===== src/rtl/io_bus_arbiter_pkg.sv =====
// Shared definitions for the IO bus arbiter.
//   - io_arb_state_t : arbiter FSM states
//   - ioreq_packet_t : request packet {is_store, address, value, thread_idx}
//   - iorsp_packet_t : response packet {core, thread_idx, read_value}
//   - IO_TIMEOUT_DATA: read value returned when the bus never answers
//   - idx_width()    : index width helper that never returns 0
// The packet typedefs are sized for the default configuration. The top
// module keeps its own parameterised widths for its ports.
package io_bus_arbiter_pkg;

  localparam int DEFAULT_NUM_CORES        = 4;
  localparam int DEFAULT_THREAD_IDX_WIDTH = 2;
  localparam int CORE_IDX_WIDTH =
    (DEFAULT_NUM_CORES > 1) ? $clog2(DEFAULT_NUM_CORES) : 1;

  localparam logic [31:0] IO_TIMEOUT_DATA = 32'hFFFF_FFFF;

  typedef enum logic [1:0] {
    IDLE    = 2'd0,
    ISSUE   = 2'd1,
    WAIT    = 2'd2,
    RESPOND = 2'd3
  } io_arb_state_t;

  typedef struct packed {
    logic                                is_store;
    logic [31:0]                         address;
    logic [31:0]                         value;
    logic [DEFAULT_THREAD_IDX_WIDTH-1:0] thread_idx;
  } ioreq_packet_t;

  typedef struct packed {
    logic [CORE_IDX_WIDTH-1:0]           core;
    logic [DEFAULT_THREAD_IDX_WIDTH-1:0] thread_idx;
    logic [31:0]                         read_value;
  } iorsp_packet_t;

  // A single core or a zero timeout still needs a 1-bit register.
  function automatic int idx_width(input int n);
    return (n > 1) ? $clog2(n) : 1;
  endfunction

endpackage


===== src/rtl/io_arb_rr_select.sv =====
// Round-robin requester select for the IO bus arbiter.
// Picks the first requester at or after the pointer and returns it both
// one-hot and as an index. The pointer moves to grant+1 (mod NUM_CORES)
// on every cycle a grant is actually issued.
// Ports:
//   clk, reset   : clock, synchronous active-low reset (pointer -> core 0)
//   enable       : arbiter is able to accept a request this cycle
//   req          : per-core request valid
//   grant        : one-hot grant, all zero when disabled or nothing requested
//   grant_idx    : index of the granted core
//   grant_valid  : a grant is issued this cycle
module io_arb_rr_select #(
  parameter int NUM_CORES = 4,
  parameter int CW        = 2
) (
  input  logic                 clk,
  input  logic                 reset,
  input  logic                 enable,
  input  logic [NUM_CORES-1:0] req,
  output logic [NUM_CORES-1:0] grant,
  output logic [CW-1:0]        grant_idx,
  output logic                 grant_valid
);

  logic [CW-1:0] ptr;

  // Scan from the farthest candidate back to the pointer so that the last
  // hit written is the closest requester at or after the pointer.
  always_comb begin
    int            sum;
    logic [CW-1:0] idx;
    sum         = 0;
    idx         = '0;
    grant       = '0;
    grant_idx   = '0;
    grant_valid = 1'b0;
    for (int i = NUM_CORES - 1; i >= 0; i--) begin
      sum = int'(ptr) + i;
      if (sum >= NUM_CORES) sum = sum - NUM_CORES;
      idx = CW'(sum);
      if (enable && req[idx]) begin
        grant            = '0;
        grant[idx]       = 1'b1;
        grant_idx        = idx;
        grant_valid      = 1'b1;
      end
    end
  end

  always_ff @(posedge clk) begin
    if (!reset) begin
      ptr <= '0;
    end else if (grant_valid) begin
      ptr <= (grant_idx == CW'(NUM_CORES - 1)) ? '0 : grant_idx + 1'b1;
    end
  end

endmodule


===== src/rtl/io_bus_arbiter.sv =====
// IO bus arbiter: shares one memory-mapped IO bus between the IO request
// queues of NUM_CORES cores, one transaction outstanding at a time.
// Ports:
//   clk, reset          : clock, synchronous active-low reset
//   ior_request_valid   : per-core request pending
//   ior_request         : per-core {is_store, address, value, thread_idx}
//   ii_ready            : one-hot grant, packet of that core accepted now
//   ii_response_valid   : one-cycle response broadcast
//   ii_response         : {core, thread_idx, read_value}
//   io_req_*            : request to the IO bus bridge
//   io_rsp_valid/_data  : response/ack from the IO bus bridge
//   timeout_event       : pulses with a response synthesised by the timeout
//   dbg_state           : current FSM state (io_arb_state_t encoding)
//
// Handshakes: a request transfers on any cycle where its valid and the
// matching ready are both high. ior_request_valid/ior_request must hold
// until ii_ready; io_req_valid and io_req_* hold stable until io_req_ready.
// io_rsp_valid is a one-cycle strobe only honoured in WAIT.
module io_bus_arbiter
  import io_bus_arbiter_pkg::*;
#(
  parameter int NUM_CORES        = 4,
  parameter int THREAD_IDX_WIDTH = 2,
  parameter int TIMEOUT_CYCLES   = 1024,
  localparam int CW = idx_width(NUM_CORES),
  localparam int PW = 1 + 32 + 32 + THREAD_IDX_WIDTH,
  localparam int RW = CW + THREAD_IDX_WIDTH + 32
) (
  input  logic                    clk,
  input  logic                    reset,
  input  logic [NUM_CORES-1:0]    ior_request_valid,
  input  logic [NUM_CORES*PW-1:0] ior_request,
  output logic [NUM_CORES-1:0]    ii_ready,
  output logic                    ii_response_valid,
  output logic [RW-1:0]           ii_response,
  output logic                    io_req_valid,
  input  logic                    io_req_ready,
  output logic                    io_req_is_store,
  output logic [31:0]             io_req_address,
  output logic [31:0]             io_req_write_data,
  input  logic                    io_rsp_valid,
  input  logic [31:0]             io_rsp_read_data,
  output logic                    timeout_event,
  output logic [1:0]              dbg_state
);

  localparam int TW = idx_width(TIMEOUT_CYCLES + 1);

  io_arb_state_t               state;
  logic [TW-1:0]               cnt;
  logic                        lat_is_store;
  logic [31:0]                 lat_address;
  logic [31:0]                 lat_value;
  logic [THREAD_IDX_WIDTH-1:0] lat_thread;
  logic [CW-1:0]               lat_core;
  logic [31:0]                 rsp_data;

  logic [PW-1:0]               pkts [NUM_CORES];
  logic [PW-1:0]               sel_pkt;
  logic [CW-1:0]               grant_idx;
  logic                        grant_valid;
  logic                        accept_en;

  // Grants are only offered in IDLE and never while reset is asserted,
  // so ii_ready reads zero during reset.
  assign accept_en = reset && (state == IDLE);

  io_arb_rr_select #(
    .NUM_CORES (NUM_CORES),
    .CW        (CW)
  ) u_rr (
    .clk         (clk),
    .reset       (reset),
    .enable      (accept_en),
    .req         (ior_request_valid),
    .grant       (ii_ready),
    .grant_idx   (grant_idx),
    .grant_valid (grant_valid)
  );

  always_comb begin
    for (int i = 0; i < NUM_CORES; i++) begin
      pkts[i] = ior_request[i*PW +: PW];
    end
  end

  assign sel_pkt = pkts[grant_idx];

  always_ff @(posedge clk) begin
    if (!reset) begin
      state             <= IDLE;
      cnt               <= '0;
      lat_is_store      <= 1'b0;
      lat_address       <= '0;
      lat_value         <= '0;
      lat_thread        <= '0;
      lat_core          <= '0;
      rsp_data          <= '0;
      io_req_valid      <= 1'b0;
      ii_response_valid <= 1'b0;
      timeout_event     <= 1'b0;
    end else begin
      ii_response_valid <= 1'b0;
      timeout_event     <= 1'b0;
      case (state)
        IDLE: begin
          if (grant_valid) begin
            lat_is_store <= sel_pkt[PW-1];
            lat_address  <= sel_pkt[PW-2 -: 32];
            lat_value    <= sel_pkt[THREAD_IDX_WIDTH+31 -: 32];
            lat_thread   <= sel_pkt[THREAD_IDX_WIDTH-1:0];
            lat_core     <= grant_idx;
            io_req_valid <= 1'b1;
            state        <= ISSUE;
          end
        end
        ISSUE: begin
          if (io_req_ready) begin
            io_req_valid <= 1'b0;
            cnt          <= '0;
            state        <= WAIT;
          end
        end
        WAIT: begin
          // A response on the expiry cycle wins over the timeout.
          if (io_rsp_valid) begin
            rsp_data          <= lat_is_store ? 32'd0 : io_rsp_read_data;
            ii_response_valid <= 1'b1;
            state             <= RESPOND;
          end else if (TIMEOUT_CYCLES != 0 &&
                       cnt == TW'(TIMEOUT_CYCLES - 1)) begin
            rsp_data          <= IO_TIMEOUT_DATA;
            ii_response_valid <= 1'b1;
            timeout_event     <= 1'b1;
            state             <= RESPOND;
          end else if (cnt != '1) begin
            // Saturates when the timeout is disabled instead of wrapping.
            cnt <= cnt + 1'b1;
          end
        end
        RESPOND: begin
          state <= IDLE;
        end
        default: state <= IDLE;
      endcase
    end
  end

  assign io_req_is_store   = lat_is_store;
  assign io_req_address    = lat_address;
  assign io_req_write_data = lat_value;
  assign ii_response       = {lat_core, lat_thread, rsp_data};
  assign dbg_state         = state;

endmodule


===== config.mk =====
export PLATFORM = sky130hd
export DESIGN_NAME = io_bus_arbiter
export DESIGN_NICKNAME = d
export VERILOG_FILES = /design/src/rtl/io_bus_arbiter_pkg.sv /design/src/rtl/io_arb_rr_select.sv /design/src/rtl/io_bus_arbiter.sv
export SDC_FILE = /design/constraint.sdc
export NUM_CORES = 1
export LEC_CHECK = 0
export CAP_MARGIN = 20
export CORE_AREA = 2 2 162 164
export DETAILED_ROUTE_END_ITERATION = 12
export DIE_AREA = 0 0 164 166
export SYNTH_ARGS = -nofsm -noshare
export SYNTH_HDL_FRONTEND = slang
export SYNTH_SLANG_ARGS = --single-unit
export TNS_END_PERCENT = 50

===== constraint.sdc =====
create_clock -name clk -period 5.8 [get_ports clk]
set_clock_uncertainty 0.1 [all_clocks]
set_input_delay 1.16 -clock clk [delete_from_list [all_inputs] [get_ports clk]]
set_output_delay 1.16 -clock clk [all_outputs]
set_load 0.05 [all_outputs]

## Word level (Yosys, flattened, before mapping)

Index checks and enable logic that the tools add are counted.

- Output and inout bits: 110
- Input bits: 308
- Word-level logic and storage cells: 123
- Register bits after elaboration: 119

- Magnitude comparators: 13
- Reductions and logical operators: 20
- Equal/unequal tests: 12
- Bitwise operators: 3
- Add/subtract/negate cells: 9
- Multiplexer cells: 54

Operator list:

| operator | number |
|---|---|
| $bmux 67 s2 | 1 |
| $mux 67 | 2 |
| $mux 32 | 3 |
| $mux 11 | 4 |
| $mux 2 | 13 |
| $pmux 11 s2 | 1 |
| $mux 1 | 16 |
| $mux 4 | 4 |
| $ge 3x3->1 const B | 4 |
| $lt 2x3->1 const B | 4 |
| $add 11x1->11 const B | 1 |
| $eq 11x10->1 const B | 1 |
| $ne 11x11->1 const B | 1 |
| $ne 2x2->1 const B | 5 |
| $logic_and 1x1->1 | 9 |
| $bmux 1 s2 | 4 |
| $demux 1 s2 | 4 |
| $ge 2x1->1 const B | 4 |
| $pmux 2 s4 | 1 |
| $sub 2x1->2 const B | 4 |
| $add 2x2->3 const B | 2 |
| $eq 2x2->1 const B | 3 |
| $reduce_and 2->1 | 3 |
| $reduce_and 3->1 | 2 |
| other kinds (12) | 15 |

## Logic depth before layout (Yosys ltp)

- Depth in word-level cells: 14
- Mapped depth: 12
- Gate-level depth less buffers: 8

## By module

Synthesis repeated with hierarchy kept, for this count alone.

- Cells, all modules: 670
- Area, all modules: 6700.2 sq um

By module, submodules not included:

| module | times used | area an instance (sq um) | sequential area each (sq um) | cells each |
|---|---|---|---|---|
| io_bus_arbiter | 1 | 6110.9 | 2342.2 | 598 |
| io_arb_rr_select | 1 | 589.3 | 40.0 | 72 |

## Worst setup path before layout

Ideal clock, no wire load.

- Path type: input port to output port
- From: input ior_request_valid[3]
- To: output ii_ready[0]
- Data arrival time: 2899 ps
- Setup slack: 1641 ps
- Data required time: 4540 ps
- Path buffers: 1
- Cell stages on the path: 7
- Cells stage by stage: clkbuf_1 -> mux4_2 -> or2_2 -> a211oi_2 -> a22oi_1 -> nor2_1 -> a221o_1

- Cells in the longest elaborated chain, start to end: 7
- Elaborated cells on any way between the ends: 16
- Classes of those cells: mux: 12; reduce/logical: 4

Ends and longest elaborated chain:

| item | line | text |
|---|---|---|
| start: declaration | io_bus_arbiter.sv:31 | `input logic [NUM_CORES-1:0] ior_request_valid,` |
| $bmux 1 s2 | io_arb_rr_select.sv:41 | `if (enable && req[idx]) begin` |
| $mux 1 (implied by the code) | io_arb_rr_select.sv:41 |  |
| $logic_and 1x1->1 | io_arb_rr_select.sv:41 |  |
| $mux 4 (3 in a row) | io_arb_rr_select.sv:41 |  |
| $mux 4 * | io_arb_rr_select.sv:41 |  |
| end: declaration | io_bus_arbiter.sv:33 | `output logic [NUM_CORES-1:0] ii_ready,` |

Mark *: on every way between the ends. The rest lies on a longest branch, timed or not. The select of a mux whose other input is x is not followed.

## Worst setup path after layout

- From: input ior_request_valid[2]
- To: output ii_ready[0]

The elaborated chain is that of the path after synthesis.

==> impl_metrics.tcl <==
set metrics [dict create \
    slew_viol_final 0 \
    status "finished, final reports clean" \
    fmax_mhz 190 \
    max_stage_delay_ns 0.80 \
    num_rows 59 \
    power_mw 5.27 \
    p_leak_nw 4.84 \
    dr_wl_met3_um 2560 \
    fin_crit_sh_pct 91.0 \
    drtIter0Drc 422 \
    syn_area_per_cell_um2 9.49 \
    hold_viol_final 0 \
    dieArea_um2 27200 \
    vias_per_cell 4.89 \
    grt_pass1_wl_um 41400 \
    post_dp_cell_area_um2 11100 \
    slowest_stage "clkdlybuf4s50_1" \
    cts_sinks 119 \
    route.met2.wl_um 13600 \
    maxCapViolations 0 \
    hp-start "cnt[10]" \
    power_density_nw_per_um2 449 \
    synth-edff-count 0 \
    vdd_drop_max_mv 0.183 \
    regToRegSetupSlack_ns 2.12 \
    gp_congestion 0.825 \
    drive_gt1_share_pct 8.42 \
    min_to "cnt[10]" \
    synth_seq_cells 119 \
    synthTopCellsByArea "dfxtp_1, mux2i_1, a221oi_2, o21ai_0, a221oi_1" \
    tightest_slew_ns 0.892 \
    syn_area_um2 6660 \
    hold_buffers 0 \
    end_kind "primary output" \
    antenna_found_initial 1 \
    synth_top_area_cell "dfxtp_1" \
    stdcell_area_um2 11700 \
    area_delta_synth_final_pct 76.2 \
    seq_area_um2 2380 \
    ff2ff_path_depth 9 \
    critPathLaunch "ior_request_valid[2]" \
    relSlewSlack_pct 40.4 \
    seq_area_frac_synth_pct 35.8 \
    synth_common_cells "mux2i_1, dfxtp_1, o21ai_0" \
    holdWs_ns 0.351 \
    die_x_um 164 \
    first_pass_iters 4 \
    reg2reg_to "io_req_address[20]" \
    ant_nets 0 \
    crit_fanout 12 \
    drc_errors 0 \
    initial_core_util_pct 26.0 \
    maxUsedRoutingLayer "met4" \
    rsz0062_at_grt "false" \
    ctsResizeCount 0 \
    synth_nets 1023 \
    fin_setup_tns_ns 0 \
    routedWlPerCell_um 19.4 \
    cts_max_path_buffers 2 \
    path_buf_inv 2 \
    cp_top_family "buffers and inverters" \
    path_cells "clkdlybuf4s50_1 > mux4_2 > or2_2 > a211oi_2 > a22oi_1 > nor2_1 > a221o_1 > clkdlybuf4s50_1" \
    wirelength_met1_um 11300 \
    grt_max_degree 75 \
    ioPinCount 418 \
    setup_viol 0 \
    yosysUniqueCellTypes 50 \
    die_h_um 166 \
    gr-total-overflow 0 \
    cts_tree "built" \
    synthArstFlopShare_pct 0 \
    yosys_warnings 0 \
    dp_hpwl_um 21100 \
    grt_pass1_vias 6961 \
    crit_path_start_kind "input pin" \
    root_buffer "clkbuf_16" \
    worstPathRequired_ns 4.54 \
    layout.nets 1413 \
    synth_flop_cell "dfxtp_1" \
    min_period_ns 5.28 \
    yosysMostFrequentCell "mux2i_1" \
    vias 7046 \
    place.port_buffers 417 \
    worstPathArrival_ns 4.02 \
    crit_type "in2out" \
    reg2reg_from "u_rr.ptr[1]" \
    holdPathStages 2 \
    core-area_um2 25600 \
    path_common_cell "clkdlybuf4s50_1" \
    multiInputGateArea_um2 3940 \
    fillers 2483 \
    final_util_pct 45.8 \
    syn-instance-count 702 \
    routed_wl_um 27900 \
    cts_setup_buffers 0 \
    clock_latency_ns 0.42 \
    h-tree-depth 4 \
    synth_top_area_share_pct 35.8 \
    cts_buffers 17 \
    hold_path_class "reg2reg" \
    path_clk_slew_ns 0.07 \
    track_usage_pct 19.9 \
]
-- kinds of logic (layout without fill, tap and decap cells) --
| kind of cell | after synthesis | count (layout) | synth area share (%) |
|---|---|---|---|
| AOI/OAI and AO/OA | 197 | 197 | 22.8 |
| xor gates and xnor gates | 8 | 8 | 1.05 |
| adders and majority gates | 13 | 13 | 2.44 |
| buffers and inverters | 72 | 475 | 5.60 |
| DFF | 119 | 119 | 35.8 |
| muxes | 145 | 145 | 22.1 |
| other | 0 | 1 | 0 |
| and+or+nand+nor | 148 | 148 | 10.2 |
-- registers in the layout (all words and copies together) (netlist names) --
signal             count
io_req_address        32
io_req_write_data     32
rsp_data              32
cnt                   11
dbg_state              2
lat_core               2
lat_thread             2
u_rr.ptr               2
ii_response_valid      1
io_req_is_store        1
io_req_valid           1
timeout_event          1
-- metrics by stage --
| stage | std cells | worst slack (ns) |
|---|---|---|
| 3_3_place_gp | 1407 | 0.562 |
| 2_1_floorplan | 702 | 1.64 |
| 6_report | 1441 | 0.525 |
| 5_1_grt | 1441 | 0.356 |
| 4_1_cts | 1439 | 0.508 |
| 3_5_place_dp | 1407 | 0.535 |
-- placed cells by master (no fill, tap or decap), types with 4 or more instances in the layout --
| cell | count |
|---|---|
| o221ai_1 | 10 |
| a221oi_2 | 30 |
| dfxtp_1 | 119 |
| xnor2_1 | 6 |
| inv_6 | 5 |
| nand2_1 | 16 |
| a221o_1 | 4 |
| o21ai_1 | 4 |
| clkinvlp_4 | 4 |
| nor2b_1 | 5 |
| inv_1 | 6 |
| ha_1 | 13 |
| o21ai_0 | 63 |
| a21oi_1 | 40 |
| a22oi_1 | 5 |
| a221oi_1 | 28 |
| clkbuf_16 | 17 |
| clkdlybuf4s50_1 | 416 |
| nor2_1 | 57 |
| nor3_1 | 38 |
| buf_4 | 16 |
| mux2i_1 | 142 |
| nand3_1 | 15 |
-- worst register-to-register path, stage by stage (launching register included) --
cell and delay, ns:
dfxtp_1 0.57, inv_2 0.18, ha_1 0.56, mux2i_1 0.14, o21ai_0 0.17, nand2_1 0.12
a32oi_4 0.75, buf_4 0.52, mux2i_1 0.35, a221oi_2 0.08
-- report_power, final --
| group | total, mW | internal (mW) | switching [mW] |
|---|---|---|---|
| clock | 1.10 | 0.655 | 0.444 |
| sequential | 1.19 | 1.06 | 0.129 |
| combinational | 2.98 | 1.12 | 1.86 |
-- area by class of cell --
cell class	count	area share, %
multi-input cells	511	33.6
diodes	1	0.0213
inverters	7	0.224
clock inverters	14	1.39
repair buffers	436	37.1
clock buffers	18	3.74
well taps	335	3.57
flip-flops and latches	119	20.3
-- worst max-delay path by stage --
stage	endpoint	cells past startpoint	slack (ns)
3_3_place_gp	ii_ready[3]	8	0.56
4_1_cts	ii_ready[0]	8	0.51
2_1_floorplan	ii_ready[0]	7	1.64
5_1_grt	ii_ready[2]	8	0.36
3_5_place_dp	ii_ready[0]	8	0.53
6_report	ii_ready[0]	8	0.52
-- metal layers --
layer / track usage (%) / vias to the layer above
li1: - / 3444
met3: 6.29 / 27
met2: 33.6 / 296
met4: 5.61 / 0
met1: 24.3 / 3279
met5: 0 / -
No activity file was read; power rests on OpenSTA's default activity.
